===== src/rtl/rvga_mem_arbiter_pkg.sv =====
// rtl/rvga_mem_arbiter_pkg.sv - shared types for the imem/dmem memory arbiter
package rvga_mem_arbiter_pkg;

    typedef enum logic [1:0] {
        ARB_IDLE,
        ARB_REQ,
        ARB_WAIT
    } rvga_arb_state_e;

    typedef enum logic {
        OWNER_IMEM,
        OWNER_DMEM
    } rvga_mem_owner_e;

    localparam logic [3:0] RVGA_WMASK_ALL = 4'b1111;

    typedef struct packed {
        rvga_mem_owner_e owner;
        logic            we;
        logic [31:0]     addr;
        logic [31:0]     wdata;
        logic [3:0]      wmask;
    } rvga_arb_req_t;

    // Idle-bus value: a read with a full mask, so the reset state looks like a harmless fetch
    localparam rvga_arb_req_t ARB_REQ_RESET = '{
        owner: OWNER_IMEM,
        we:    1'b0,
        addr:  32'h0,
        wdata: 32'h0,
        wmask: RVGA_WMASK_ALL
    };

endpackage


===== src/rtl/rvga_arb_req_reg.sv =====
// rtl/rvga_arb_req_reg.sv - capture register for the granted request fields
module rvga_arb_req_reg
    import rvga_mem_arbiter_pkg::*;
(
    input  logic          clk,
    input  logic          rst,
    input  logic          load,
    input  rvga_arb_req_t d,
    output rvga_arb_req_t q
);

    always_ff @(posedge clk or posedge rst) begin
        if (rst) begin
            q <= ARB_REQ_RESET;
        end else if (load) begin
            q <= d;
        end
    end

endmodule


===== src/rtl/rvga_mem_arbiter.sv =====
// rtl/rvga_mem_arbiter.sv - one-in-flight arbiter sharing a single-ported memory between fetch and data
module rvga_mem_arbiter
    import rvga_mem_arbiter_pkg::*;
#(
    parameter int STARVE_LIMIT = 4
) (
    input  logic        clk_i,
    input  logic        rst_i,
    input  logic        imem_r_v_i,
    input  logic [31:0] imem_addr_i,
    output logic [31:0] imem_data_o,
    output logic        imem_resp_v_o,
    input  logic        dmem_r_v_i,
    input  logic        dmem_w_v_i,
    input  logic [31:0] dmem_addr_i,
    input  logic [31:0] dmem_data_i,
    input  logic [3:0]  dmem_wmask_i,
    output logic [31:0] dmem_data_o,
    output logic        dmem_resp_v_o,
    output logic        mem_req_v_o,
    output logic        mem_we_o,
    output logic [31:0] mem_addr_o,
    output logic [31:0] mem_wdata_o,
    output logic [3:0]  mem_wmask_o,
    input  logic        mem_ready_i,
    input  logic        mem_resp_v_i,
    input  logic [31:0] mem_rdata_i
);

    localparam int            CW         = $clog2(STARVE_LIMIT + 1);
    localparam logic [CW-1:0] STARVE_MAX = CW'(STARVE_LIMIT);

    rvga_arb_state_e state, state_next;
    logic [CW-1:0]   starve_cnt, starve_next;
    logic            dead, dead_next;
    logic            load;
    rvga_arb_req_t   req_d, req_q;
    logic            dmem_pend, imem_win, dmem_win, squash, resp_fire;

    assign dmem_pend = dmem_r_v_i | dmem_w_v_i;
    assign imem_win  = imem_r_v_i & (~dmem_pend | (starve_cnt == STARVE_MAX));
    assign dmem_win  = dmem_pend & ~imem_win;

    rvga_arb_req_reg u_req_reg (
        .clk  (clk_i),
        .rst  (rst_i),
        .load (load),
        .d    (req_d),
        .q    (req_q)
    );

    always_ff @(posedge clk_i or posedge rst_i) begin
        if (rst_i) begin
            state      <= ARB_IDLE;
            starve_cnt <= '0;
            dead       <= 1'b0;
        end else begin
            state      <= state_next;
            starve_cnt <= starve_next;
            dead       <= dead_next;
        end
    end

    always_comb begin
        state_next  = state;
        starve_next = starve_cnt;
        dead_next   = dead;
        load        = 1'b0;
        req_d       = ARB_REQ_RESET;

        // Load+store together is illegal; the store wins so memory never sees a half-formed read
        if (dmem_win) begin
            req_d.owner = OWNER_DMEM;
            req_d.we    = dmem_w_v_i;
            req_d.addr  = dmem_addr_i;
            req_d.wdata = dmem_w_v_i ? dmem_data_i : 32'h0;
            req_d.wmask = dmem_w_v_i ? dmem_wmask_i : RVGA_WMASK_ALL;
        end else begin
            req_d.owner = OWNER_IMEM;
            req_d.addr  = imem_addr_i;
        end

        case (state)
            ARB_IDLE: begin
                dead_next = 1'b0;
                // The dead cycle lets a requester drop or change its level request after a completion
                if (!dead && (imem_win || dmem_win)) begin
                    load       = 1'b1;
                    state_next = ARB_REQ;
                    if (dmem_win && imem_r_v_i) begin
                        if (starve_cnt != STARVE_MAX) begin
                            starve_next = starve_cnt + 1'b1;
                        end
                    end else begin
                        starve_next = '0;
                    end
                end
            end
            ARB_REQ: begin
                if (mem_ready_i) begin
                    state_next = ARB_WAIT;
                end
            end
            ARB_WAIT: begin
                if (mem_resp_v_i) begin
                    state_next = ARB_IDLE;
                    dead_next  = 1'b1;
                end
            end
            default: begin
                state_next = ARB_IDLE;
            end
        endcase
    end

    // A redirected or abandoned fetch completes at the memory but is hidden from the core
    assign squash    = ~imem_r_v_i | (imem_addr_i != req_q.addr);
    assign resp_fire = (state == ARB_WAIT) & mem_resp_v_i;

    assign imem_resp_v_o = resp_fire & (req_q.owner == OWNER_IMEM) & ~squash;
    assign dmem_resp_v_o = resp_fire & (req_q.owner == OWNER_DMEM);
    assign imem_data_o   = imem_resp_v_o ? mem_rdata_i : 32'h0;
    assign dmem_data_o   = dmem_resp_v_o ? mem_rdata_i : 32'h0;

    assign mem_req_v_o = (state == ARB_REQ);
    assign mem_we_o    = req_q.we;
    assign mem_addr_o  = req_q.addr;
    assign mem_wdata_o = req_q.wdata;
    assign mem_wmask_o = req_q.wmask;

endmodule


===== config.mk =====
export PLATFORM = sky130hd
export DESIGN_NAME = rvga_mem_arbiter
export DESIGN_NICKNAME = d
export VERILOG_FILES = /design/src/rtl/rvga_mem_arbiter_pkg.sv /design/src/rtl/rvga_arb_req_reg.sv /design/src/rtl/rvga_mem_arbiter.sv
export SDC_FILE = /design/constraint.sdc
export NUM_CORES = 1
export LEC_CHECK = 0
export BUFFER_PORTS_ARGS = -buffer_cell sky130_fd_sc_hd__buf_2
export CORE_ASPECT_RATIO = 1.75
export CORE_MARGIN = 2
export CORE_UTILIZATION = 35
export CTS_BUF_LIST = sky130_fd_sc_hd__clkbuf_8 sky130_fd_sc_hd__clkbuf_16
export DETAILED_ROUTE_END_ITERATION = 10
export GPL_TIMING_DRIVEN = 0
export PLACE_DENSITY = 0.71
export SLEW_MARGIN = 25
export SYNTH_ARGS = -nofsm -noshare
export SYNTH_HDL_FRONTEND = slang
export SYNTH_SLANG_ARGS = --single-unit

===== constraint.sdc =====
create_clock -name clk_i -period 5.3 [get_ports clk_i]
set_clock_uncertainty 0.05 [all_clocks]
set_input_delay 0.265 -clock clk_i [delete_from_list [all_inputs] [get_ports clk_i]]
set_output_delay 0.265 -clock clk_i [all_outputs]
set_load 0.02 [all_outputs]

# [After elaboration in Yosys (flattened, before gate mapping)]
# Index checks and enable logic that the tools add are counted.
[totals] rom_bits=0 ff_bits=76 ram_bits=0 latch_bits=0 out_inout_bits=136 elab_cells=59 inputBits=139 n_memories=0
[classes] n_mul=0 magnitude_cmp=0 addsub=1 n_eq_ne=9 n_reduce_logical=9 shifts=0 n_mux=18 n_bitwise=14 div=0
[ops] cell="2-to-1 mux 32 bit" count=4
[ops] cell="2-to-1 mux 36 bit" count=1
[ops] cell="inequality test 32 bit" count=1
[ops] cell="AND 1 bit" count=6
[ops] cell="2-to-1 mux 2 bit" count=3
[ops] cell="2-to-1 mux 3 bit" count=2
[ops] cell="case mux 2 bit (3 select lines)" count=1
[ops] cell="AND reduction 3 bit" count=2
[ops] cell="2-to-1 mux 1 bit" count=5
[ops] cell="inverter 1 bit" count=5
[ops] cell="2-to-1 mux 4 bit" count=1
[ops] cell="inequality test 2 x 1 -> 1 bit (second input constant)" count=2
[ops] cell="inequality test 2 bit (second input constant)" count=2
[ops] cell="adder 3 x 1 -> 3 bit (second input constant)" count=1
[ops] cell="equality test 3 bit (second input constant)" count=1
[ops] cell="inequality test 3 bit (second input constant)" count=1
[ops] cell="OR 1 bit" count=3
[ops] cell="equality test 2 x 1 -> 1 bit (second input constant)" count=1
[ops] cell="equality test 2 bit (second input constant)" count=1
[ops] cell="logical AND 1 bit" count=2
[ops] cell="logical NOT 2 bit" count=1
[ops] cell="case mux 1 bit (2 select lines)" count=1
[ops] cell="AND reduction 2 bit" count=1
[ops] cell="nonzero test 2 bit" count=1
[ops] cell="other kinds (2)" count=2

# [Depth between registers and ports, before layout]
# Gate-level depths: netlist (run 1).
[depth] ltp_word=10 ltp_mapped=7 depth_no_buf=5

# [By module]
# From an unflattened synthesis (run 1), not the netlist that was laid out.
[unflattened] cells_unflattened=427 hier_area_um2=5235.0
[modules_own_cells] mod="rvga_arb_req_reg" instances=1 area_each_um2=2962.8 cells_per_inst=149 seq_area_each_um2=1756.7
[modules_own_cells] mod="rvga_mem_arbiter" instances=1 area_each_um2=2272.2 cells_per_inst=278 seq_area_each_um2=150.1

# [Worst setup path after synthesis (run 1)]
# Ideal clock, no wire load.
[synth_path] kind="reg2out" startpoint="reg u_req_reg.q[58] in the netlist's numbering" endpoint="out imem_data_o[0]" setup_slack_ns=2.950 path_buffers=1 path_stages_with_launch=6 arrival_time_ns=2.035 required_time_ns=4.985 cell_sequence="dfrtp_1 xnor2_1 o2111ai_1 or4_1 buf_6 nor4_1"
[synth_between] elab_chain_len=5
[synth_lines] element="from (decl)" line_no="rvga_arb_req_reg.sv:9" source="output rvga_arb_req_t q"
[synth_lines] element="from (signal assigned)" line_no="rvga_arb_req_reg.sv:14" source="q <= ARB_REQ_RESET;"
[synth_lines] element="from (signal assigned)" line_no="rvga_arb_req_reg.sv:16" source="q <= d;"
[synth_lines] element="inequality test 32 bit" line_no="rvga_mem_arbiter.sv:117" source="assign squash = ~imem_r_v_i | (imem_addr_i != req_q.addr);"
[synth_lines] element="OR 1 bit" line_no="rvga_mem_arbiter.sv:117"
[synth_lines] element="inverter 1 bit" line_no="rvga_mem_arbiter.sv:120" source="assign imem_resp_v_o = resp_fire & (req_q.owner == OWNER_IMEM) & ~squash;"
[synth_lines] element="AND 1 bit" line_no="rvga_mem_arbiter.sv:120"
[synth_lines] element="2-to-1 mux 32 bit" line_no="rvga_mem_arbiter.sv:122" source="assign imem_data_o = imem_resp_v_o ? mem_rdata_i : 32'h0;"
[synth_lines] element="to (decl)" line_no="rvga_mem_arbiter.sv:11" source="output logic [31:0] imem_data_o,"
# Every way passes these cells.

# [Final worst setup path (run 1)]
[layout_path] startpoint="reg u_req_reg.q[67] in the netlist's numbering" endpoint="out imem_data_o[16]"
# Same word-level chain as after synthesis.

==> flow_metrics.py, run 1 <==
metrics = {
    "setup_path": {
        "required_ns": 4.99,
        "critical_path_class": "flop to primary output",
        "end_kind": "primary output",
        "critPathLaunchType": "flop",
        "arrival_ns": 2.72,
        "crit_fanout": 10,
    },
    "clock_tree": {
        "cts_resized": 0,
        "clkTransAtPathRegs_ns": 0.06,
        "htreeDepth": 3,
        "postCtsSetupBuffers": 0,
        "clock_path_buffers": 2,
        "clock_latency_ns": 0.33,
        "hold_buffers": 1,
        "cts_num_sinks": 76,
        "cts-root-buf": "clkbuf_16",
        "cts_tree": "built",
        "cts_buffers": 9,
    },
    "sta": {
        "timing.final.crit_share": 0.5720,
        "hold_viol": 0,
        "rsz0062_at_grt": "false",
        "fin_crit_ns": 3.032,
        "hold-worst-slack_ns": 0.08557,
        "max_slew.worst_pin.slew_ns": 0.9211,
        "fin_setup_tns_ns": 0,
        "slew_viol_final": 0,
        "max-slew-margin-rel": 0.3859,
        "max_freq_mhz": 329.8,
        "setup-violations-final": 0,
    },
    "global_route": {
        "grt_pass1_vias": 4653,
        "grt_first_pass_wirelength_um": 23470,
        "track_usage": 0.2034,
        "overflow": 0,
        "grt_max_degree": 42,
        "antenna_found_initial": 0,
    },
    "layout": {
        "mostFrequentLayoutCells": "285 x buf_2, 72 x dfrtp_1, 68 x nand2_1, 68 x buf_4, 38 x o21ai_0",
        "seq_area_mm2": 0.001907,
        "final_util": 0.5004,
        "fillers": 1329,
        "synthToLayoutAreaGrowth_pct": 39.74,
        "drive_above_1_share": 0.5217,
        "multi_input_area_mm2": 0.002168,
        "insertedDiodeCount": 0,
        "design_area_mm2": 0.006731,
        "final_common_cell": "buf_2",
        "final_nets": 920,
    },
    "synthesis": {
        "synth_top_area_cell": "dfrtp_1",
        "ys_seq_area_frac": 0.3958,
        "ys_warn_count": 0,
        "synth_edf_count": 0,
        "synthTopCellsByArea": "dfrtp_1 37%, buf_4 11%, nor4_2 7.3%",
        "synthCells": 492,
        "synth.distinct_cells": 36,
        "ys_seq_elements": 76,
        "netlist.area_leader.share": 0.3740,
        "avgSynthCellArea_um2": 9.791,
        "syn_area_mm2": 0.004817,
        "synth_fp_nets": 633,
        "ys.flop_type": "dfrtp_1",
        "synth-async-reset-ratio": 1.000,
    },
    "die": {
        "die_height_um": 159.2,
        "core_area_mm2": 0.01345,
        "ios": 275,
        "die_area_mm2": 0.01476,
        "start_util": 0.3581,
        "die_w_um": 92.69,
        "num_rows": 56,
    },
    "flow_run": {
        "cap_violations": 0,
    },
    "routing": {
        "dr.pass1.iters": 4,
        "wl_um": 15170,
        "drc": 0,
        "routedWlPerCell_um": 15.83,
        "via_per_inst": 4.734,
        "ant_nets": 0,
        "initialDrtViolationCount": 121,
        "vias": 4535,
    },
    "status": {
        "run_status": "finished, final reports clean",
    },
    "placed_design": {
        "hpwl_um": 12390,
        "io_buffers": 274,
        "post_dp_cell_area_mm2": 0.006429,
        "place_congestion": 0.7762,
    },
    "power_and_ir_drop": {
        "powerDensity_mw_per_mm2": 531.8,
        "ir_drop_v": 0.0003259,
        "leakage_nw": 3.699,
    },
    "min_path": {
        "hold_class": "primary input to flop",
    },
}
## sequential cells by signal (all words and copies together) (netlist names)
register	count
u_req_reg.q	70
starve_cnt	3
dead	1
state	2
## critical path: stages (launching register included)
cell and delay [ns]:
dfrtp_1 0.41, xor2_1 0.18, nor4_1 0.52, nand4_1 0.35, buf_1 0.41, nor4_2 0.30, buf_2 0.21
## Yosys cell counts, drive strengths merged, types with 5 or more instances
| library cell | instances |
|---|---|
| xor2 | 22 |
| o21ai | 38 |
| clkbuf | 17 |
| dfrtp | 72 |
| inv | 11 |
| a22o | 32 |
| o22a | 5 |
| mux2i | 32 |
| nand2 | 68 |
| xnor2 | 5 |
| nor4 | 39 |
| and2 | 32 |
| buf | 87 |
## final cells by class
| type | instances | area share |
|---|---|---|
| flip-flops and latches | 76 | 0.2833 |
| inverters | 11 | 0.006506 |
| repair buffers | 276 | 0.2082 |
| clock buffers | 10 | 0.03550 |
| clock inverters | 6 | 0.007993 |
| multi-input cells | 301 | 0.3221 |
| well taps | 174 | 0.03234 |
| plain buffers | 104 | 0.1041 |
## power breakdown
group          switching [mW]  internal, mW  total, mW
Clock                   0.264         0.338      0.602
Sequential              0.216         0.866       1.08
Combinational            1.06         0.839       1.89
## metrics by stage
step / setup WS, ns / instances / power [mW]
6_report: 2.268 / 958 / 3.580
5_1_grt: 2.058 / 958 / 3.841
3_5_place_dp: 2.550 / 941 / 3.009
4_1_cts: 2.192 / 958 / 3.628
3_3_place_gp: 2.020 / 940 / 2.977
2_1_floorplan: 2.950 / 492 / 2.395
## path summary, 6_finish.rpt
path	slack, ns	startpoint	cells past startpoint	end
min in group asynchronous	0.47	rst_i	3	u_req_reg.q[40]
max reg2reg	3.11	starve_cnt[0]	7	u_req_reg.q[42]
max	2.27	u_req_reg.q[67]	6	imem_data_o[16]
min	0.09	mem_ready_i	2	state[0]
min reg2reg	0.44	u_req_reg.q[68]	2	u_req_reg.q[68]
max in group asynchronous	4.09	rst_i	4	u_req_reg.q[0]
## kinds of logic (layout without fill, tap and decap cells)
| group | count (synthesis) | count (layout) | share of synthesized area |
|---|---|---|---|
| buf+inv | 115 | 407 | 0.1540 |
| fa+ha+maj | 2 | 2 | 0.005194 |
| simple gates | 158 | 158 | 0.2109 |
| xor+xnor | 27 | 27 | 0.04909 |
| compound gates | 82 | 82 | 0.1184 |
| mux | 32 | 32 | 0.06649 |
| flops | 76 | 76 | 0.3958 |
## routing by layer
| layer | vias up | routed length (um) | global-route usage | part of all wire |
|---|---|---|---|---|
| met2 | 204 | 8583 | 0.4071 | 0.57 |
| li1 | 2217 | - | - | - |
| met1 | 2096 | 5120 | 0.1943 | 0.34 |
| met3 | 18 | 1158 | 0.05111 | 0.076 |
| met5 | - | 0 | 0 | 0 |
| met4 | 0 | 304 | 0.06751 | 0.020 |
Note: power is estimated with default switching activity, not from simulation.
==> run 2, diff against run 1 <==
--- a/config.mk
+++ b/config.mk
@@ -5,6 +5,7 @@
 export SDC_FILE = /design/constraint.sdc
 export NUM_CORES = 1
 export LEC_CHECK = 0
+export ABC_AREA = 1
 export BUFFER_PORTS_ARGS = -buffer_cell sky130_fd_sc_hd__buf_2
 export CORE_ASPECT_RATIO = 1.75
 export CORE_MARGIN = 2
==> constraint.sdc (replaced) <==
create_clock -name clk_i -period 3 [get_ports clk_i]
set_clock_uncertainty 0.05 [all_clocks]
set_input_delay 0.15 -clock clk_i [delete_from_list [all_inputs] [get_ports clk_i]]
set_output_delay 0.15 -clock clk_i [all_outputs]
set_load 0.02 [all_outputs]
==> flow_metrics.py, run 2 <==
metrics = {
    "flow_run": {
        "cap_violations": 0,
    },
    "power_and_ir_drop": {
        "finalPower_mw": 6.635,
        "ir_drop_v": 0.0004624,
        "leakage_nw": 4.090,
        "powerDensity_mw_per_mm2": 920.2,
    },
    "setup_path": {
        "crit_fanout": 10,
        "required_ns": 2.80,
        "timing.rr.end": "u_req_reg.q[46]",
        "reg2reg_slack_ns": 1.23,
        "end_kind": "primary output",
        "critPathLaunchType": "flop",
        "arrival_ns": 1.96,
        "critical_path_class": "flop to primary output",
        "r2r_start": "starve_cnt[0]",
        "reg2regPathDepth": 7,
    },
    "clock_tree": {
        "cts_buffers": 9,
        "cts_resized": 0,
        "clock_path_buffers": 2,
        "clkTransAtPathRegs_ns": 0.07,
        "htreeDepth": 3,
        "cts_num_sinks": 76,
        "postCtsSetupBuffers": 0,
        "clock_latency_ns": 0.33,
        "hold_buffers": 43,
        "cts-root-buf": "clkbuf_16",
        "cts_tree": "built",
    },
    "synthesis": {
        "ys.flop_type": "dfrtp_1",
        "synth_top_area_cell": "dfrtp_1",
        "synthCells": 608,
        "synthTopCellsByArea": "dfrtp_1 37%, buf_4 11%, inv_1 6.8%",
        "avgSynthCellArea_um2": 7.968,
        "synth.most_common_cell": "inv_1",
        "ys_warn_count": 0,
        "synth_edf_count": 0,
        "syn_area_mm2": 0.004845,
        "netlist.area_leader.share": 0.3719,
        "synth_fp_nets": 749,
        "synth-async-reset-ratio": 1.000,
        "synth.distinct_cells": 31,
        "ys_seq_elements": 76,
        "synthTopCellsByCount": "88 x inv_1, 85 x nand2_1, 72 x dfrtp_1",
        "ys_seq_area_frac": 0.3936,
    },
    "placed_design": {
        "io_buffers": 274,
        "post_dp_cell_area_mm2": 0.006464,
        "hpwl_um": 13130,
        "place_congestion": 0.8109,
    },
    "die": {
        "die_height_um": 159.6,
        "start_util": 0.3601,
        "core_area_mm2": 0.01345,
        "num_rows": 56,
        "die_w_um": 92.94,
        "die_area_mm2": 0.01484,
        "ios": 275,
    },
    "min_path": {
        "hold_class": "primary input to flop",
        "min_from": "dmem_addr_i[2]",
        "min_to": "u_req_reg.q[38]",
        "worstHoldPathCells": 3,
    },
    "layout": {
        "drive_above_1_share": 0.4618,
        "final_nets": 1078,
        "mostFrequentLayoutCells": "289 x buf_2, 87 x inv_1, 85 x nand2_1",
        "reg_top3": "u_req_reg.q x70, starve_cnt x3, state x2",
        "design_area_mm2": 0.007211,
        "fillers": 1294,
        "multi_input_area_mm2": 0.001883,
        "final_common_cell": "buf_2",
        "largest_reg_flops": 70,
        "seq_area_mm2": 0.001907,
        "synthToLayoutAreaGrowth_pct": 48.84,
        "top_register": "u_req_reg.q",
    },
    "sta": {
        "rsz0062_at_grt": "false",
        "fin_setup_tns_ns": 0,
        "max_freq_mhz": 462.8,
        "max_slew.worst_pin.slew_ns": 0.6126,
        "hold_viol": 0,
        "setup-violations-final": 0,
        "slew_viol_final": 0,
        "max-slew-margin-rel": 0.5916,
        "timing.final.crit_share": 0.7203,
        "fin_crit_ns": 2.161,
    },
    "global_route": {
        "antenna_found_initial": 4,
        "grt_pass1_vias": 5146,
        "grt_first_pass_wirelength_um": 25900,
        "track_usage": 0.2238,
        "overflow": 0,
        "grt_max_degree": 46,
    },
    "routing": {
        "vias": 5162,
        "ant_nets": 0,
        "via_per_inst": 4.613,
        "dr.pass1.iters": 4,
        "routedWlPerCell_um": 15.05,
        "wl_um": 16840,
        "drc": 0,
        "initialDrtViolationCount": 169,
    },
    "status": {
        "run_status": "finished, final reports clean",
    },
}
==> run 2: cell families after synthesis <==
| logic type | count (synthesis) | share of synthesized area |
|---|---|---|
| fa+ha+maj | 2 | 0.005164 |
| compound gates | 137 | 0.1717 |
| xor+xnor | 5 | 0.009039 |
| simple gates | 193 | 0.2027 |
| flops | 76 | 0.3936 |
| buf+inv | 195 | 0.2177 |
==> run 2: worst max path at each step <==
stage	slack, ns	cells past startpoint	from	end
floorplan	0.87	1	rst_i	dead
global placement	-0.24	2	rst_i	u_req_reg.q[62]
detailed placement	1.16	10	u_req_reg.q[58]	imem_data_o[25]
CTS	0.79	10	u_req_reg.q[58]	imem_data_o[25]
global route	0.64	7	u_req_reg.q[46]	imem_data_o[21]
finish	0.84	10	u_req_reg.q[39]	imem_data_o[25]
==> run 2: through the flow <==
stage / utilization / hold slack [ns] / instances / worst slack [ns]
floorplan: - / 0.1863 / 608 / 0.8683
global placement: 0.4782 / 0.2974 / 1056 / -0.2369
detailed placement: 0.4805 / 0.1509 / 1057 / 1.156
CTS: 0.5354 / 0.001953 / 1116 / 0.7922
global route: 0.5358 / 0.01659 / 1118 / 0.6399
finish: 0.5360 / 0.01418 / 1119 / 0.8391
==> run 2: where the power goes <==
| group | switching [mW] | leakage (nW) | internal (mW) |
|---|---|---|---|
| clock | 0.444 | 0.153 | 0.674 |
| combinational | 2.04 | 2.98 | 1.58 |
| sequential | 0.350 | 0.951 | 1.55 |
| total | 2.83 | 4.09 | 3.81 |
==> run 2: area by class of cell <==
| type | instances | area share |
|---|---|---|
| Sequential cell | 76 | 0.2644 |
| Multi-Input combinational cell | 337 | 0.2611 |
| Timing Repair Buffer | 318 | 0.2537 |
| Buffer | 97 | 0.09526 |
| Inverter | 98 | 0.05136 |
| Clock buffer | 10 | 0.03314 |
| Tap cell | 174 | 0.03019 |
| Clock inverter | 6 | 0.009717 |
| Antenna cell | 3 | 0.001041 |
==> run 2: metal layers <==
layer / vias up / part of all wire / track usage
met4: 2 / 0.038 / 0.1023
li1: 2531 / - / -
met5: - / 0.00077 / 0
met2: 228 / 0.55 / 0.4292
met3: 35 / 0.077 / 0.05142
met1: 2366 / 0.34 / 0.2203
==> run 2: critical path, stage by stage (launching register included) <==
cell and delay [ns]:
dfrtp_1 0.38, inv_1 0.07, nand2_1 0.05, nand2_1 0.05, nor2_1 0.12, nand2_1 0.06, nor2_1 0.12, nand3_2 0.18
buf_2 0.26, nor3_2 0.13, buf_2 0.19
==> run 3, diff against run 2 <==
==> constraint.sdc (replaced) <==
create_clock -name clk_i -period 2 [get_ports clk_i]
set_clock_uncertainty 0.05 [all_clocks]
set_input_delay 0.1 -clock clk_i [delete_from_list [all_inputs] [get_ports clk_i]]
set_output_delay 0.1 -clock clk_i [all_outputs]
set_load 0.02 [all_outputs]
==> flow_metrics.py, run 3 (synthesized netlist as in run 2, its figures left out) <==
metrics = {
    "status": {
        "run_status": "complete, but fails checks",
        "violations": "negative setup slack",
    },
    "power_and_ir_drop": {
        "ir_drop_v": 0.0007500,
        "powerDensity_mw_per_mm2": 1285,
        "leakage_nw": 4.477,
    },
    "routing": {
        "wl_um": 18640,
        "dr.pass1.iters": 4,
        "vias": 5401,
        "via_per_inst": 4.668,
        "ant_nets": 0,
        "drc": 0,
        "routedWlPerCell_um": 16.11,
        "initialDrtViolationCount": 164,
    },
    "layout": {
        "reg_top3": "u_req_reg.q x70, starve_cnt x3, state x2",
        "drive_above_1_share": 0.4812,
        "synthToLayoutAreaGrowth_pct": 66.09,
        "top_register": "u_req_reg.q",
        "final_common_cell": "buf_2",
        "largest_reg_flops": 70,
        "insertedDiodeCount": 0,
        "final_nets": 1119,
        "mostFrequentLayoutCells": "246 x buf_2, 106 x buf_4, 86 x inv_1",
    },
    "clock_tree": {
        "cts-root-buf": "clkbuf_16",
        "cts_num_sinks": 76,
        "cts_tree": "built",
        "clock_path_buffers": 2,
        "cts_buffers": 9,
        "htreeDepth": 3,
        "clock_latency_ns": 0.33,
        "clkTransAtPathRegs_ns": 0.06,
    },
    "die": {
        "start_util": 0.3601,
        "ios": 275,
        "die_height_um": 159.6,
        "die_w_um": 92.94,
        "num_rows": 56,
        "die_area_mm2": 0.01484,
        "core_area_mm2": 0.01345,
    },
    "setup_path": {
        "critPathLaunchType": "flop",
        "path_cells": "inv_2 -> nand2_1 -> nand2_1 -> nor2_2 -> nand2_1 -> nor2_4 -> nand3_4 -> clkbuf_16 -> nor3_2 -> buf_4",
        "required_ns": 1.85,
        "end_kind": "primary output",
        "critical_path_class": "flop to primary output",
        "crit_top_cell": "nand2_1",
        "crit_family": "simple AND/OR/NAND/NOR gates",
        "slowest_stage": "dfrtp_1",
        "crit_fanout": 5,
        "crit_buf_inv": 3,
        "arrival_ns": 2.03,
        "max_stage_delay_ns": 0.37,
    },
    "global_route": {
        "grt_first_pass_wirelength_um": 26900,
        "grt_busiest_layer": "met2",
        "track_usage": 0.2314,
        "grt_max_degree": 32,
        "grtUsageMet2": 0.4644,
        "gr-usage-met3": 0.04434,
        "grt_util_met1": 0.2214,
        "antenna_found_initial": 0,
        "overflow": 0,
        "grt_pass1_vias": 5385,
    },
    "sta": {
        "slew_viol_final": 0,
        "setup-violations-final": 33,
        "fin_setup_tns_ns": -4.250,
        "rsz0062_at_grt": "true",
        "hold_viol": 0,
        "timing.final.crit_share": 1.091,
        "final.setup.worst_slack_ns": -0.1829,
        "max_freq_mhz": 458.1,
        "max-slew-margin-rel": 0.5821,
        "max_slew.worst_pin.slew_ns": 0.6268,
        "fin_crit_ns": 2.183,
    },
    "placed_design": {
        "io_buffers": 274,
        "pre_cts_ws_ns": 0.1105,
        "hpwl_um": 13360,
        "place_congestion": 0.8635,
    },
    "min_path": {
        "hold_class": "primary input to flop",
    },
    "flow_run": {
        "cap_violations": 0,
    },
}
## run 3: worst register-to-register path, stage by stage (launching register included)
cell,delay [ns]
dfrtp_1,0.41
inv_1,0.07
ha_1,0.13
nand3_1,0.08
nand2_2,0.22
buf_1,0.47
a21oi_1,0.17
a21oi_1,0.15
## run 3: power breakdown
part	internal [mW]	leakage (nW)	switching, mW	total (mW)
Combinational	2.59	3.37	3.24	5.82
Clock	1.03	0.153	0.637	1.66
Sequential	2.32	0.951	0.531	2.85
Total	5.93	4.48	4.40	10.3
## run 3: worst paths after layout
check                      slack [ns]       startpoint  depth (start not counted)              end
min in group asynchronous        0.32            rst_i                          3  u_req_reg.q[68]
max in group asynchronous        1.07            rst_i                          4  u_req_reg.q[38]
min reg2reg                      0.44  u_req_reg.q[68]                          2  u_req_reg.q[68]
max reg2reg                      0.17    starve_cnt[0]                          7  u_req_reg.q[36]
min                              0.01   dmem_addr_i[5]                          3  u_req_reg.q[41]
max                             -0.18  u_req_reg.q[41]                         10   imem_data_o[5]
## run 3: final cells by class
type | instances | area (um^2)
timing repair buffer | 358 | 2424
tap | 174 | 217.7
inverter | 98 | 371.6
fill | 1194 | 5406
multi-input combinational | 338 | 2088
buffer | 97 | 734.5
sequential | 76 | 1907
clock inverter | 5 | 51.30
clock buffer | 11 | 252.7
## run 3: timing repair
| action | CTS | global route |
|---|---|---|
| pin swaps | 6 | 13 |
| buffers inserted | 8 | 4 |
| hold endpoints to repair | 78 | 0 |
| hold buffers | 66 | 0 |
| setup endpoints to repair | 62 | 41 |
| gates resized for setup | 51 | 62 |
| cloned | 2 | 3 |
## run 3: through the flow
stage	power, mW	util	cell area, um^2	hold WS, ns	cells
2_1_floorplan	6.602	-	4848	0.1363	608
3_3_place_gp	8.164	0.4785	6437	0.2669	1056
3_5_place_dp	8.264	0.4815	6477	0.09782	1058
4_1_cts	10.25	0.5733	7712	0.009663	1150
5_1_grt	11.01	0.5981	8046	0.01838	1157
6_report	10.34	0.5981	8046	0.01076	1157
## run 3: routing by layer
layer,share of wire,routed length (um)
met5,0,0
met2,0.57,10600
met4,0.033,620
met1,0.33,6222
met3,0.065,1207
